**src/rtl/sha256_padder.sv**
```systemverilog
// SHA-256 message preprocessor: packs a byte stream into 512-bit blocks and appends
// the 0x80 marker, zero fill and the big-endian message bit length.
module sha256_padder #(
  parameter int LEN_W = 64
) (
  input  logic         clk,
  input  logic         reset,
  input  logic         in_valid,
  output logic         in_ready,
  input  logic [7:0]   in_data,
  input  logic         in_last,
  input  logic         in_keep,
  output logic         blk_valid,
  input  logic         blk_ready,
  output logic [511:0] blk_data,
  output logic         blk_first,
  output logic         blk_last
);
  // state | meaning
  // FILL  | collecting message bytes into the block buffer
  // EMIT  | block presented to the core, held until blk_ready
  // PAD   | building the extra length-only block after an overflowing tail
  typedef enum logic [1:0] {FILL = 2'd0, EMIT = 2'd1, PAD = 2'd2} state_t;

  state_t           r_state, w_state_nxt;
  logic [511:0]     r_buf, w_buf_nxt;
  logic [5:0]       r_idx, w_idx_nxt;
  logic [LEN_W-1:0] r_bitlen, w_bitlen_nxt;
  logic             r_first_pending, w_first_pending_nxt;
  logic             r_pad_pending, w_pad_pending_nxt;
  logic             r_k_full, w_k_full_nxt;
  logic             r_blk_first, w_blk_first_nxt;
  logic             r_blk_last, w_blk_last_nxt;

  logic             w_accept;
  logic [LEN_W-1:0] w_bitlen_inc;
  logic [6:0]       w_n;
  logic [511:0]     w_buf_wr;
  logic [511:0]     w_buf_fin;

  assign w_accept     = in_valid && (r_state == FILL);
  assign w_bitlen_inc = in_keep ? r_bitlen + LEN_W'(8) : r_bitlen;
  // bytes in the block once the current transfer lands, 0..64
  assign w_n          = {1'b0, r_idx} + {6'd0, in_keep};

  always_comb begin
    w_buf_wr = r_buf;
    for (int s = 0; s < 64; s++) begin
      if (in_keep && (r_idx == 6'(s))) w_buf_wr[511-8*s -: 8] = in_data;
    end
  end

  // Tail padding: marker at slot n, zeros after, length only if it still fits.
  always_comb begin
    w_buf_fin = w_buf_wr;
    for (int s = 0; s < 64; s++) begin
      if (7'(s) == w_n)     w_buf_fin[511-8*s -: 8] = 8'h80;
      else if (7'(s) > w_n) w_buf_fin[511-8*s -: 8] = 8'h00;
    end
    if (w_n <= 7'd55) w_buf_fin[63:0] = 64'(w_bitlen_inc);
  end

  always_ff @(posedge clk) begin
    if (reset) begin
      r_state         <= FILL;
      r_buf           <= '0;
      r_idx           <= '0;
      r_bitlen        <= '0;
      r_first_pending <= 1'b1;
      r_pad_pending   <= 1'b0;
      r_k_full        <= 1'b0;
      r_blk_first     <= 1'b0;
      r_blk_last      <= 1'b0;
    end else begin
      r_state         <= w_state_nxt;
      r_buf           <= w_buf_nxt;
      r_idx           <= w_idx_nxt;
      r_bitlen        <= w_bitlen_nxt;
      r_first_pending <= w_first_pending_nxt;
      r_pad_pending   <= w_pad_pending_nxt;
      r_k_full        <= w_k_full_nxt;
      r_blk_first     <= w_blk_first_nxt;
      r_blk_last      <= w_blk_last_nxt;
    end
  end

  always_comb begin
    w_state_nxt         = r_state;
    w_buf_nxt           = r_buf;
    w_idx_nxt           = r_idx;
    w_bitlen_nxt        = r_bitlen;
    w_first_pending_nxt = r_first_pending;
    w_pad_pending_nxt   = r_pad_pending;
    w_k_full_nxt        = r_k_full;
    w_blk_first_nxt     = r_blk_first;
    w_blk_last_nxt      = r_blk_last;
    unique case (r_state)
      FILL: begin
        if (w_accept) begin
          if (in_last) begin
            w_buf_nxt           = w_buf_fin;
            w_bitlen_nxt        = w_bitlen_inc;
            w_idx_nxt           = r_idx + 6'(in_keep);
            w_state_nxt         = EMIT;
            w_blk_first_nxt     = r_first_pending;
            w_first_pending_nxt = 1'b0;
            w_blk_last_nxt      = (w_n <= 7'd55);
            w_pad_pending_nxt   = (w_n > 7'd55);
            w_k_full_nxt        = (w_n == 7'd64);
          end else if (in_keep) begin
            w_buf_nxt    = w_buf_wr;
            w_bitlen_nxt = w_bitlen_inc;
            w_idx_nxt    = r_idx + 6'd1;
            if (r_idx == 6'd63) begin
              w_state_nxt         = EMIT;
              w_blk_first_nxt     = r_first_pending;
              w_first_pending_nxt = 1'b0;
              w_blk_last_nxt      = 1'b0;
            end
          end
        end
      end
      EMIT: begin
        if (blk_ready) begin
          w_buf_nxt       = '0;
          w_idx_nxt       = '0;
          w_blk_first_nxt = 1'b0;
          w_state_nxt     = r_pad_pending ? PAD : FILL;
          if (r_blk_last) begin
            w_bitlen_nxt        = '0;
            w_first_pending_nxt = 1'b1;
          end
        end
      end
      PAD: begin
        w_buf_nxt          = '0;
        w_buf_nxt[511:504] = r_k_full ? 8'h80 : 8'h00;
        w_buf_nxt[63:0]    = 64'(r_bitlen);
        w_state_nxt        = EMIT;
        w_blk_last_nxt     = 1'b1;
        w_pad_pending_nxt  = 1'b0;
        w_k_full_nxt       = 1'b0;
      end
      default: w_state_nxt = FILL;
    endcase
  end

  assign in_ready  = (r_state == FILL) && !reset;
  assign blk_valid = (r_state == EMIT);
  assign blk_data  = blk_valid ? r_buf : '0;
  assign blk_first = blk_valid && r_blk_first;
  assign blk_last  = blk_valid && r_blk_last;

endmodule

```
**config.mk**
```make
export PLATFORM = sky130hd
export DESIGN_NAME = sha256_padder
export DESIGN_NICKNAME = d
export VERILOG_FILES = /design/src/rtl/sha256_padder.sv
export SDC_FILE = /design/constraint.sdc
export NUM_CORES = 2
export LEC_CHECK = 0
export BUFFER_PORTS_ARGS = -buffer_cell sky130_fd_sc_hd__buf_2
export CORE_ASPECT_RATIO = 0.8
export CORE_UTILIZATION = 58
export CTS_BUF_LIST = sky130_fd_sc_hd__clkbuf_2 sky130_fd_sc_hd__clkbuf_4 sky130_fd_sc_hd__clkbuf_8
export CTS_CLUSTER_SIZE = 10
export DETAILED_ROUTE_END_ITERATION = 10
export PLACE_DENSITY_LB_ADDON = 0.15
export SYNTH_ARGS = -nofsm -noshare
export SYNTH_HDL_FRONTEND = slang
export SYNTH_SLANG_ARGS = --single-unit
```
**constraint.sdc**
```tcl
create_clock -name clk -period 3.65 [get_ports clk]
set_input_delay 0.365 -clock clk [delete_from_list [all_inputs] [get_ports clk]]
set_output_delay 0.365 -clock clk [all_outputs]
set_load 0.01 [all_outputs]
```
# --- Yosys cells after proc, flatten, opt, wreduce, memory -nomap -nowiden ---
# Index checks and enable logic that the tools add are counted.
op_classes:
  add_sub_neg: 4
  order_cmp: 66
  eq_ne: 135
  muxes: 241
  reduce_logical: 83
ops:
  columns: ["op", "n"]
  rows:
  - ["two-way mux 512 bit", 5]
  - ["two-way mux 8 bit", 193]
  - ["case mux 512 bit (3 select lines)", 1]
  - ["two-way mux 64 bit", 7]
  - ["equality test 6 x 7 -> 1 bit, first input constant", 32]
  - ["greater-than comparator 6 x 7 -> 1 bit, first input constant", 32]
  - ["equality test 6 bit, second input constant", 32]
  - ["case mux 64 bit (2 select lines)", 1]
  - ["equality test 5 x 7 -> 1 bit, first input constant", 16]
  - ["greater-than comparator 5 x 7 -> 1 bit, first input constant", 16]
  - ["equality test 6 x 5 -> 1 bit, second input constant", 16]
  - ["logical AND 1 bit", 68]
  - ["adder 64 x 4 -> 64 bit, second input constant", 1]
  - ["equality test 4 x 7 -> 1 bit, first input constant", 8]
  - ["greater-than comparator 4 x 7 -> 1 bit, first input constant", 8]
  - ["equality test 6 x 4 -> 1 bit, second input constant", 8]
  - ["equality test 3 x 7 -> 1 bit, first input constant", 4]
  - ["greater-than comparator 3 x 7 -> 1 bit, first input constant", 4]
  - ["equality test 6 x 3 -> 1 bit, second input constant", 4]
  - ["two-way mux 6 bit", 4]
  - ["two-way mux 1 bit", 17]
  - ["AND reduction 4 bit", 4]
  - ["equality test 2 x 7 -> 1 bit, first input constant", 2]
  - ["greater-than comparator 1 x 7 -> 1 bit, first input constant", 2]
  - ["other kinds (29)", 44]
word_totals:
  register_bits: 589
  in_bits: 14
  output_inout_bits: 516

# --- Longest topological paths before layout ---
depth:
  depth_word: 9
  ltp_mapped: 13

# --- Least setup slack after synthesis ---
# OpenSTA, ideal clock, no wires.
synth_timing:
  path_kind: "register to register"
  from: "register r_idx[0]"
  to: "register r_buf[168]"
  arrival_time_ns: 2.594
  setup_slack_ns: 0.939
  path_stages_with_launch: 13
  path_buffers: 3
  path_cell_list: "dfxtp_1 -> ha_1 -> ha_1 -> buf_2 -> and3_1 -> buf_2 -> xnor2_2 -> buf_2 -> o21ai_1 -> a21oi_1 -> nor3b_1 -> o21a_1 -> a22o_1"
synth_via:
  elab_chain_cells: 8
  word_cells_on_any_way: 12
  classes_between: "add/sub: 1; order compare: 1; eq/ne: 2; mux: 7; reduce/logical: 1"
synth_rtl:
  columns: ["element", "line_no", "source"]
  rows:
  - ["start, declared", "27", "logic [5:0] r_idx, w_idx_nxt;"]
  - ["start signal, assigned", "77", "r_idx <= w_idx_nxt;"]
  - ["parallel branches: the longest is 5 deep, another holds adder 6 x 1 -> 7 bit", null, null]
  - ["two-way mux 512 bit *", "100", "if (in_last) begin"]
  - ["two-way mux 512 bit *", "99", "if (w_accept) begin"]
  - ["case mux 512 bit (3 select lines) *", "97", "unique case (r_state)"]
  - ["end signal, assigned", "76", "r_buf <= w_buf_nxt;"]
  - ["end, declared", "26", "logic [511:0] r_buf, w_buf_nxt;"]
# Every way passes the cells marked *. The select of a mux whose other input is x is not followed.
# A chain may end at the register's enable or synchronous reset.

# --- Worst setup path after layout ---
layout_timing:
  from: "register r_idx[1]"
  to: "register r_buf[292]"
layout_via:
  elab_chain_cells: 8
  word_cells_on_any_way: 12
  classes_between: "add/sub: 1; order compare: 1; eq/ne: 2; mux: 7; reduce/logical: 1"
layout_rtl:
  columns: ["element", "line_no"]
  rows:
  - ["parallel branches: the longest is 5 deep, another holds adder 6 x 1 -> 7 bit", null]
  - ["two-way mux 512 bit *", "100"]
  - ["two-way mux 512 bit *", "99"]
  - ["case mux 512 bit (3 select lines) *", "97"]
# Marks and branches as above.

==> flow_summary.json <==
{
  "yosysTopAreaCellShare_pct": 38.99,
  "first_global_vias": 28430,
  "drt.antenna.violating_nets": 0,
  "ys_warn_count": 0,
  "clock_skew_ps": 28.67,
  "rows": 74,
  "cts_hold_buf": 0,
  "ys_seq_area_share_pct": 38.99,
  "port_buffers": 529,
  "switching_share_pct": 29.38,
  "fin_nets": 4181,
  "ir_drop_uv": 320.7,
  "mappedNetlistArea_um2": 30090,
  "fp.dieH_um": 205.7,
  "wl_per_cell_um": 24.49,
  "ys_seq_elements": 586,
  "outcome": "finished, final reports clean",
  "initial_core_util_pct": 58.87,
  "via_per_inst": 6.377,
  "max_freq_ghz": 0.2848,
  "synth_mux_area_share_pct": 2.774,
  "die_area_um2": 52800,
  "rsz0062_at_grt": "false",
  "finalCriticalPeriod_ps": 3512,
  "synthCells": 3648,
  "drt-pass1-iter-count": 7,
  "synth-edff-count": 0,
  "cts_max_level": 3,
  "synthXorXnorAreaFrac_pct": 1.992,
  "grt_pass1_wl_um": 178800,
  "crit_type": "reg -> reg",
  "p_int_mw": 10.48,
  "cp-start-kind": "flop",
  "num_vias": 31340,
  "drtIter0Drc": 3890,
  "p_sw_mw": 4.359,
  "pwr-share-seq_pct": 44.1,
  "cts_resized": 0,
  "power.clock.fraction_pct": 42.3,
  "clockBufferDepth": 3,
  "ys_top_cells_by_area": "dfxtp_1 39%, and2_1 11%, o2bb2ai_1 4.2%, a21oi_1 4.1%, nand2_1 3.8%",
  "cts.sinks": 586,
  "grt_max_degree": 278,
  "power_density_nw_per_um2": 411.6,
  "hold_path.class": "in -> reg",
  "cts_buffers": 93,
  "drc": 0,
  "synth_compound_gate_area_share_pct": 23.79,
  "clk_pin_slew_ps": 70,
  "postLayoutCoreUtil_pct": 70.52,
  "cts_setup_buffers": 0,
  "synthAdderAreaFrac_pct": 0.4158,
  "core_area_um2": 51110,
  "cts_tree": "built",
  "critPathArrivalTime_ps": 4140,
  "io-pin-count": 530,
  "synth-simple-area-share_pct": 27.72,
  "postSynthAreaPerCell_um2": 8.248,
  "power_frac_comb_pct": 13.6,
  "async_flop_share_pct": 0,
  "p_leak_nw": 15.33,
  "cp.required_ps": 4280,
  "routed_wl_um": 120300,
  "syn-num-nets": 3672,
  "maxCapViolations": 0,
  "fill_cells": 4162,
  "antenna_found_initial": 0,
  "globalRouteTotalUtil_pct": 43.92,
  "worst-path-max-fanout": 13,
  "hold_violations": 0,
  "fin_tns_setup_ps": 0,
  "synth_top_family_by_area": "simple AND/OR/NAND/NOR gates",
  "cp-end-kind": "flop",
  "synth_top_area_cell": "dfxtp_1",
  "place_hpwl_um": 83010,
  "area_growth_pct": 19.78,
  "setup_viol": 0,
  "slew_violations": 0,
  "max_slew.worst_pin.slew_ps": 1245,
  "relSlewSlack_pct": 16.96,
  "root_buffer": "clkbuf_8",
  "synth_cell_types": 91,
  "diodes": 0,
  "clk_latency_ps": 710,
  "grt.overflow.total": 0,
  "post-route-period-util_pct": 96.22,
  "die_width_um": 256.7,
  "synth_flop_cell": "dfxtp_1",
  "gp_congestion": 1.080,
  "drive_gt1_share_pct": 23.78
}
## worst max-delay path, cell delays in order, from the launching register on
cell and delay (ps):
dfxtp_1 500, ha_1 410, xor2_2 370, buf_4 280, a21oi_1 190, o21ai_1 640, nand4_1 250, a21oi_1 540
a22o_1 240
## registers in the layout, indices dropped and copies added, names as in the netlist, 2 cells and up
signal and cells:
r_buf 512, r_bitlen 61, r_idx 6, r_state 2
## worst paths after layout
check                           startpoint           end  slack (ps)  cells after the start
worst max-delay path              r_idx[1]    r_buf[292]         140                      8
worst min-delay path                 reset  r_bitlen[51]          50                      2
worst max register to register    r_idx[1]    r_buf[292]         140                      8
worst min register to register  r_buf[229]    r_buf[229]         450                      2
## metal layers
| layer | wire, µm | vias up | share of wire [%] | track usage [%] |
|---|---|---|---|---|
| met5 | 0 | - | 0 | 0 |
| li1 | - | 14020 | - | - |
| met3 | 14710 | 315 | 12 | 11.43 |
| met2 | 50160 | 2161 | 42 | 63.65 |
| met4 | 4756 | 0 | 4.0 | 17.33 |
| met1 | 50700 | 14840 | 42 | 61.90 |
## cells in the mapped netlist (all sizes together) (6+ instances only)
library cell / number
o32ai: 12
dfxtp: 586
nor4: 37
a21o: 8
or3: 30
nor3: 66
a22o: 126
nand3: 140
nand2: 311
nor2b: 20
a32oi: 13
a22oi: 90
xor2: 37
and2: 529
nand3b: 13
o211ai: 21
nand2b: 13
clkbuf: 223
a21oi: 270
o31ai: 16
and4: 10
mux2i: 80
o2bb2ai: 146
nand4: 20
o22ai: 46
buf: 76
inv: 18
a31oi: 19
o21ai: 196
and3: 46
xnor2: 28
ha: 10
nor2: 304
a211oi: 15
nor3b: 6
## power by group through the flow
stage | logic (mW) | registers (mW) | clock network (mW)
2_1_floorplan | 1.19 | 6.65 | 0
3_3_place_gp | 1.91 | 6.67 | 0
3_5_place_dp | 1.92 | 6.67 | 0
4_1_cts | 1.94 | 6.53 | 6.26
5_1_grt | 2.11 | 6.54 | 6.57
6_report | 2.02 | 6.53 | 6.28
## cell type report
type                       count  area, µm²  area share, %
sequential                   586      11730          32.55
clock buffer                 149       1838          5.099
tap                          684      855.8          2.374
multi-input combinational   2745      17130          47.52
clock inverter                19      249.0         0.6908
inverter                      18      67.56         0.1875
timing repair buffer         713       4175          11.58
## through the flow
| stage | cell area (µm²) | hold WS (ps) | setup WS, ps | std cells | total power, mW |
|---|---|---|---|---|---|
| floorplan | 30090 | 416.7 | 939.2 | 3648 | 7.838 |
| global placement | 33960 | 426.6 | 247.1 | 4746 | 8.579 |
| detailed placement | 33960 | 433.9 | 223.2 | 4746 | 8.595 |
| CTS | 36040 | 10.12 | 291.5 | 4914 | 14.73 |
| global route | 36040 | 49.38 | 57.82 | 4914 | 15.21 |
| finish | 36040 | 47.87 | 138.1 | 4914 | 14.83 |
## layout by cell type (no fill, tap or decap), types with 116 or more instances in the layout
master and instances:
o2bb2ai_1 146, clkbuf_8 116, and2_1 529, nand3_1 136
nor2_1 293, buf_2 528, a21oi_1 245, buf_4 173
a22o_1 126, nand2_1 307, o21ai_0 174, dfxtp_1 586
## cell families (layout without fill, tap and decap cells)
kind of cell    Yosys count  after routing
buf+inv                 317            899
compound gates         1028           1028
flops                   586            586
fa+ha+maj                10             10
xor+xnor                 65             65
mux                      83             83
simple gates           1559           1559
(Power assumes the default switching activity.)
